<file path="config.mk">
export PLATFORM = sky130hd
export DESIGN_NAME = ir_beacon_tx
export DESIGN_NICKNAME = d
export VERILOG_FILES = /design/src/rtl/ir_beacon_tx.sv
export SDC_FILE = /design/constraint.sdc
export NUM_CORES = 1
export LEC_CHECK = 0
export CORE_ASPECT_RATIO = 0.8
export CORE_MARGIN = 2
export CORE_UTILIZATION = 60
export DETAILED_ROUTE_END_ITERATION = 6
export MAX_ROUTING_LAYER = met4
export PLACE_DENSITY = 0.78
export SYNTH_ARGS = -nofsm -noshare
export SYNTH_HDL_FRONTEND = slang
export SYNTH_SLANG_ARGS = --single-unit
</file>
<file path="constraint.sdc">
create_clock -name clk -period 6.8 [get_ports clk]
set_input_delay 1.36 -clock clk [delete_from_list [all_inputs] [get_ports clk]]
set_output_delay 1.36 -clock clk [all_outputs]
set_load 0.01 [all_outputs]
</file>
<file path="src/rtl/ir_beacon_tx.sv">
// IR beacon transmitter: keyed square-wave bursts at one of three station frequencies.
// Optional IR_CARRIER_EN gates the code waveform with a 38 kHz carrier.
module ir_beacon_tx #(
  parameter int CLK_HZ        = 100_000_000,
  parameter int FREQ0_HZ      = 100,
  parameter int FREQ1_HZ      = 1_000,
  parameter int FREQ2_HZ      = 10_000,
  parameter int BURST_PERIODS = 64,
  parameter int GAP_CYCLES    = 1_000_000,
  parameter int NUM_BURSTS    = 8
) (
  input  logic       clk,
  input  logic       clr,
  input  logic       start,
  input  logic [1:0] sel,
  input  logic       abort,
  output logic       ir_out,
  output logic       busy,
  output logic       done,
  output logic       err
);

  localparam int HP0    = CLK_HZ / (2 * FREQ0_HZ);
  localparam int HP1    = CLK_HZ / (2 * FREQ1_HZ);
  localparam int HP2    = CLK_HZ / (2 * FREQ2_HZ);
  localparam int HP01   = (HP0 > HP1) ? HP0 : HP1;
  localparam int HP_MAX = (HP01 > HP2) ? HP01 : HP2;
  localparam int HP_W   = $clog2(HP_MAX) + 1;
  localparam int HALF_N = 2 * BURST_PERIODS;
  localparam int HALF_W = $clog2(HALF_N) + 1;
  localparam int BC_W   = $clog2(NUM_BURSTS + 1) + 1;
  localparam int GAP_W  = $clog2(GAP_CYCLES) + 1;

  if (HP0 < 1 || HP1 < 1 || HP2 < 1) begin : g_bad_hp
    $error("ir_beacon_tx: a station half-period is below one clock");
  end

  typedef enum logic [1:0] {IDLE, BURST, GAP, FIN} state_t;

  state_t            state, state_n;
  logic [1:0]        sel_q, sel_n;
  logic [HP_W-1:0]   hp_cnt, hp_n, hp_end;
  logic [HALF_W-1:0] half_cnt, half_n;
  logic [BC_W-1:0]   burst_cnt, burst_n, burst_inc;
  logic [GAP_W-1:0]  gap_cnt, gap_n;
  logic              wave, wave_n;
  logic              busy_n, done_n, err_n, ir_n;

  always_comb begin
    case (sel_q)
      2'd0:    hp_end = HP_W'(HP0 - 1);
      2'd1:    hp_end = HP_W'(HP1 - 1);
      default: hp_end = HP_W'(HP2 - 1);
    endcase
  end

  always_comb begin
    state_n   = state;
    sel_n     = sel_q;
    hp_n      = hp_cnt;
    half_n    = half_cnt;
    burst_n   = burst_cnt;
    gap_n     = gap_cnt;
    wave_n    = 1'b0;
    busy_n    = 1'b0;
    done_n    = 1'b0;
    err_n     = 1'b0;
    burst_inc = burst_cnt + BC_W'(1);
    unique case (state)
      IDLE: begin
        if (start && !abort) begin
          if (sel == 2'd3) begin
            err_n = 1'b1;
          end else begin
            sel_n   = sel;
            state_n = BURST;
            hp_n    = '0;
            half_n  = '0;
            burst_n = '0;
            wave_n  = 1'b1;
            busy_n  = 1'b1;
          end
        end
      end
      BURST: begin
        busy_n = 1'b1;
        if (hp_cnt == hp_end) begin
          hp_n = '0;
          if (half_cnt == HALF_W'(HALF_N - 1)) begin
            burst_n = burst_inc;
            half_n  = '0;
            if (burst_inc < BC_W'(NUM_BURSTS)) begin
              state_n = GAP;
              gap_n   = '0;
            end else begin
              state_n = FIN;
              busy_n  = 1'b0;
              done_n  = 1'b1;
            end
          end else begin
            half_n = half_cnt + HALF_W'(1);
            wave_n = ~wave;
          end
        end else begin
          hp_n   = hp_cnt + HP_W'(1);
          wave_n = wave;
        end
      end
      GAP: begin
        busy_n = 1'b1;
        if (gap_cnt == GAP_W'(GAP_CYCLES - 1)) begin
          state_n = BURST;
          hp_n    = '0;
          half_n  = '0;
          wave_n  = 1'b1;
        end else begin
          gap_n = gap_cnt + GAP_W'(1);
        end
      end
      FIN:     state_n = IDLE;
      default: state_n = IDLE;
    endcase
    // Cancel overrides everything once a transmission is under way
    if (abort && state != IDLE) begin
      state_n = IDLE;
      wave_n  = 1'b0;
      busy_n  = 1'b0;
      done_n  = 1'b0;
    end
  end

`ifdef IR_CARRIER_EN
  localparam int CHP  = CLK_HZ / 76_000;
  localparam int CW   = $clog2(CHP) + 1;

  if (CHP < 1) begin : g_bad_chp
    $error("ir_beacon_tx: carrier half-period is below one clock");
  end

  logic [CW-1:0] c_cnt, c_cnt_n;
  logic          car, car_n;

  always_comb begin
    c_cnt_n = c_cnt;
    car_n   = car;
    if (state_n == BURST && state != BURST) begin
      c_cnt_n = '0;
      car_n   = 1'b1;
    end else if (c_cnt == CW'(CHP - 1)) begin
      c_cnt_n = '0;
      car_n   = ~car;
    end else begin
      c_cnt_n = c_cnt + CW'(1);
    end
    ir_n = wave_n & car_n;
  end

  always_ff @(posedge clk or negedge clr) begin
    if (!clr) begin
      c_cnt <= '0;
      car   <= 1'b0;
    end else begin
      c_cnt <= c_cnt_n;
      car   <= car_n;
    end
  end
`else
  always_comb ir_n = wave_n;
`endif

  always_ff @(posedge clk or negedge clr) begin
    if (!clr) begin
      state     <= IDLE;
      sel_q     <= '0;
      hp_cnt    <= '0;
      half_cnt  <= '0;
      burst_cnt <= '0;
      gap_cnt   <= '0;
      wave      <= 1'b0;
      ir_out    <= 1'b0;
      busy      <= 1'b0;
      done      <= 1'b0;
      err       <= 1'b0;
    end else begin
      state     <= state_n;
      sel_q     <= sel_n;
      hp_cnt    <= hp_n;
      half_cnt  <= half_n;
      burst_cnt <= burst_n;
      gap_cnt   <= gap_n;
      wave      <= wave_n;
      ir_out    <= ir_n;
      busy      <= busy_n;
      done      <= done_n;
      err       <= err_n;
    end
  end

endmodule

</file>
==> impl_metrics.env <==
export IMPL_outcome="complete, no violations"
export IMPL_setup_viol_count_final=0
export IMPL_max_cap_viol_count=0
export IMPL_postRouteAntennaNets=0
export IMPL_ctsHoldBuffers=0
export IMPL_min_period_ps=3490
export IMPL_first_pass_iters=5
export IMPL_clk_latency_ps=340
export IMPL_grt_max_degree=63
export IMPL_finalWirelength_mm=7.95
export IMPL_grt_usage_pct=28.5
export IMPL_pwr_share_comb_pct=9.6
export IMPL_r2r_end="gap_cnt[8]$_DFFE_PN0P_"
export IMPL_p_leak_nw=1.62
export IMPL_netlist_cell_type_count=58
export IMPL_startpoint_type="input pin"
export IMPL_clock_sinks=62
export IMPL_p_sw_uw=218
export IMPL_drive_gt1_share_pct=6.97
export IMPL_synthArstFlopShare_pct=100
export IMPL_start_util_pct=63.0
export IMPL_avgSynthCellArea_um2=8.85
export IMPL_antenna_cells=0
export IMPL_die_y_um=72.1
export IMPL_reg2reg_depth=7
export IMPL_cts_root_buf="clkbuf_8"
export IMPL_htreeDepth=3
export IMPL_cp_top_family="simple AND/OR/NAND/NOR gates"
export IMPL_crit_path_frequent_cell="o21ai_0"
export IMPL_ios=10
export IMPL_final_common_cell="dfrtp_1"
export IMPL_yosys_warnings=0
export IMPL_peakVddDrop_mv=0.137
export IMPL_p_int_uw=665
export IMPL_switching_share_pct=24.7
export IMPL_clock_path_buffers=2
export IMPL_path_clk_slew_ps=70
export IMPL_gp_congestion=0.928
export IMPL_die_w_um=89.1
export IMPL_row_count=24
export IMPL_hold_violations=0
export IMPL_fin_nets=407
export IMPL_cp_slowest_cell="or4b_2"
export IMPL_critPathMaxStageDelay_ps=680
export IMPL_total_power_uw=883
export IMPL_grt_overflow_total=0
export IMPL_tightest_slew_ps=902
export IMPL_power_frac_clock_pct=43.9
export IMPL_rsz0062_at_grt="false"
export IMPL_mostFrequentLayoutCells="dfrtp_1, o21ai_0, nand2_1, nor2_1, nand3_1"
export IMPL_tns_ps=0
export IMPL_fmax_ghz=0.286
export IMPL_path_max_fanout=17
export IMPL_design_area_um2=3840
export IMPL_r2r_start="gap_cnt[0]$_DFFE_PN0P_"
export IMPL_fillers=459
export IMPL_antenna_found_initial=0
export IMPL_postSynthCellCount=393
export IMPL_synth_area_um2=3480
export IMPL_whs_ps=479
export IMPL_ys_ff_latch=62
export IMPL_synth_main_ff_cell="dfrtp_1"
export IMPL_worst_ep_arrival_time_ps=3730
export IMPL_portBuffers=9
export IMPL_synth_nets=403
export IMPL_synth_edf_count=0
export IMPL_die_area_um2=6430
export IMPL_cts_repair_resized=0
export IMPL_yosysSeqAreaShare_pct=44.6
export IMPL_grt_pass1_wl_mm=13.8
export IMPL_fin_crit_sh_pct=51.3
export IMPL_vias=3035
export IMPL_core_area_um2=5530
export IMPL_drtIter0Drc=227
export IMPL_place_hpwl_mm=5.31
export IMPL_path_cells="clkdlybuf4s50_1 -> or4b_2 -> nand2b_1 -> o21ai_0 -> a31o_2 -> o21ai_0 -> a32o_1"
export IMPL_whs_path_depth=1
export IMPL_hold_class="reg -> reg"
export IMPL_regToRegSetupSlack_ps=3690
export IMPL_critPathRequiredTime_ps=7040
export IMPL_clock_skew_final_ps=11.3
export IMPL_cts_buffers=9
export IMPL_hold_path_startpoint="gap_cnt[5]$_DFFE_PN0P_"
export IMPL_seqPwrFrac_pct=46.6
export IMPL_power_density_nw_per_um2=230
export IMPL_cts_tree="built"
export IMPL_relSlewSlack_pct=39.7
export IMPL_critPathBufInv=1
export IMPL_vias_per_cell=6.32
export IMPL_place_area_um2=3600
export IMPL_crit_path_end_kind="flop"
export IMPL_slew_violations=0
export IMPL_worstSetupPathType="in -> reg"
export IMPL_drc=0
export IMPL_first_global_vias=2894
export IMPL_cts_setup_buffers=0
export IMPL_whs_endpoint="gap_cnt[5]$_DFFE_PN0P_"
export IMPL_area_growth_pct=10.4
export IMPL_wl_per_cell_um=16.6
## final cells by class
type                    count  area, um2  area share [%]
inverters                   5       18.8           0.489
well taps                  78       97.6            2.54
clock buffers              10        128            3.32
flip-flops and latches     62       1550            40.4
repair buffers             10       92.6            2.41
multi-input cells         309       1840            48.0
clock inverters             6        110            2.87
## Yosys cell counts, types with 2 or more instances
cell type	count	area, um2
nand2_1	38	143
a32oi_1	2	17.5
a211oi_1	2	15.0
o31ai_1	5	37.5
nor2b_1	3	18.8
a32o_1	2	20.0
and3_1	13	81.3
nor2_1	35	131
o21ai_0	53	265
a22o_1	3	26.3
nor4b_1	3	26.3
nor3b_1	4	30.0
nor4_1	6	37.5
dfrtp_1	62	1550
nor3_1	11	55.1
nand2b_1	4	25.0
nand4_1	15	93.8
a211o_1	2	17.5
and2_1	5	31.3
a21oi_1	14	70.1
inv_1	5	18.8
and4_1	4	35.0
mux2i_1	3	30.0
nand3_1	23	115
clkbuf_1	14	52.6
a31oi_1	11	68.8
xnor2_1	15	131
o21a_1	3	22.5
ha_1	4	50.1
## per-layer routing
layer  vias up  share of wire (%)  track usage, %
met5         -                  0               -
met4         0                1.6            8.62
met3        15                6.5            7.17
met2       112                 42            38.6
met1      1444                 50            42.1
li1       1464                  -               -
## logic make-up (layout without fill, tap and decap cells)
family / after synthesis / count (layout) / synth area share (%)
flip-flops: 62 / 62 / 44.6
adder cells (fa/ha/maj): 5 / 5 / 1.73
buffers and inverters: 22 / 31 / 2.62
multiplexers: 4 / 4 / 1.19
AO/OA/AOI/OAI: 108 / 108 / 19.5
XOR/XNOR: 16 / 16 / 4.03
AND/OR/NAND/NOR: 176 / 176 / 26.4
## stage by stage
| step | util, % | std cells | setup WS, ps |
|---|---|---|---|
| floorplan | - | 393 | 3830 |
| global placement | 65.2 | 464 | 3020 |
| detailed placement | 65.2 | 464 | 2970 |
| CTS | 69.5 | 480 | 3330 |
| global route | 69.5 | 480 | 3130 |
| finish | 69.5 | 480 | 3310 |
## state kept, by name, indices dropped and copies added, names as in the netlist
name / flops
burst_cnt: 5
hp_cnt: 20
busy: 1
wave: 1
gap_cnt: 21
half_cnt: 8
err: 1
state: 2
done: 1
sel_q: 2
## power by group through the flow
stage / clock (mW) / combinational, mW / sequential, mW
after floorplan: 0 / 0.0564 / 0.411
after global placement: 0 / 0.0807 / 0.416
after detailed placement: 0 / 0.0844 / 0.417
after CTS: 0.393 / 0.0849 / 0.410
after global routing: 0.404 / 0.0968 / 0.414
final: 0.387 / 0.0846 / 0.411
## worst register-to-register path, stage by stage, from the launching register on
cell     delay, ps
dfrtp_1        400
ha_1           210
and2_0         310
nand4_1        350
o21a_1         540
a31oi_2        830
o21ai_0        260
o21ai_0        140
## worst max-delay path by stage
stage / endpoint / startpoint / depth (start not counted)
after floorplan: half_cnt[4]$_DFFE_PN0P_ / abort / 6
after global placement: half_cnt[4]$_DFFE_PN0P_ / abort / 7
after detailed placement: half_cnt[4]$_DFFE_PN0P_ / abort / 7
after CTS: half_cnt[4]$_DFFE_PN0P_ / abort / 7
after global routing: half_cnt[4]$_DFFE_PN0P_ / abort / 7
final: half_cnt[4]$_DFFE_PN0P_ / abort / 7
Power figures use the tool's default switching activity.
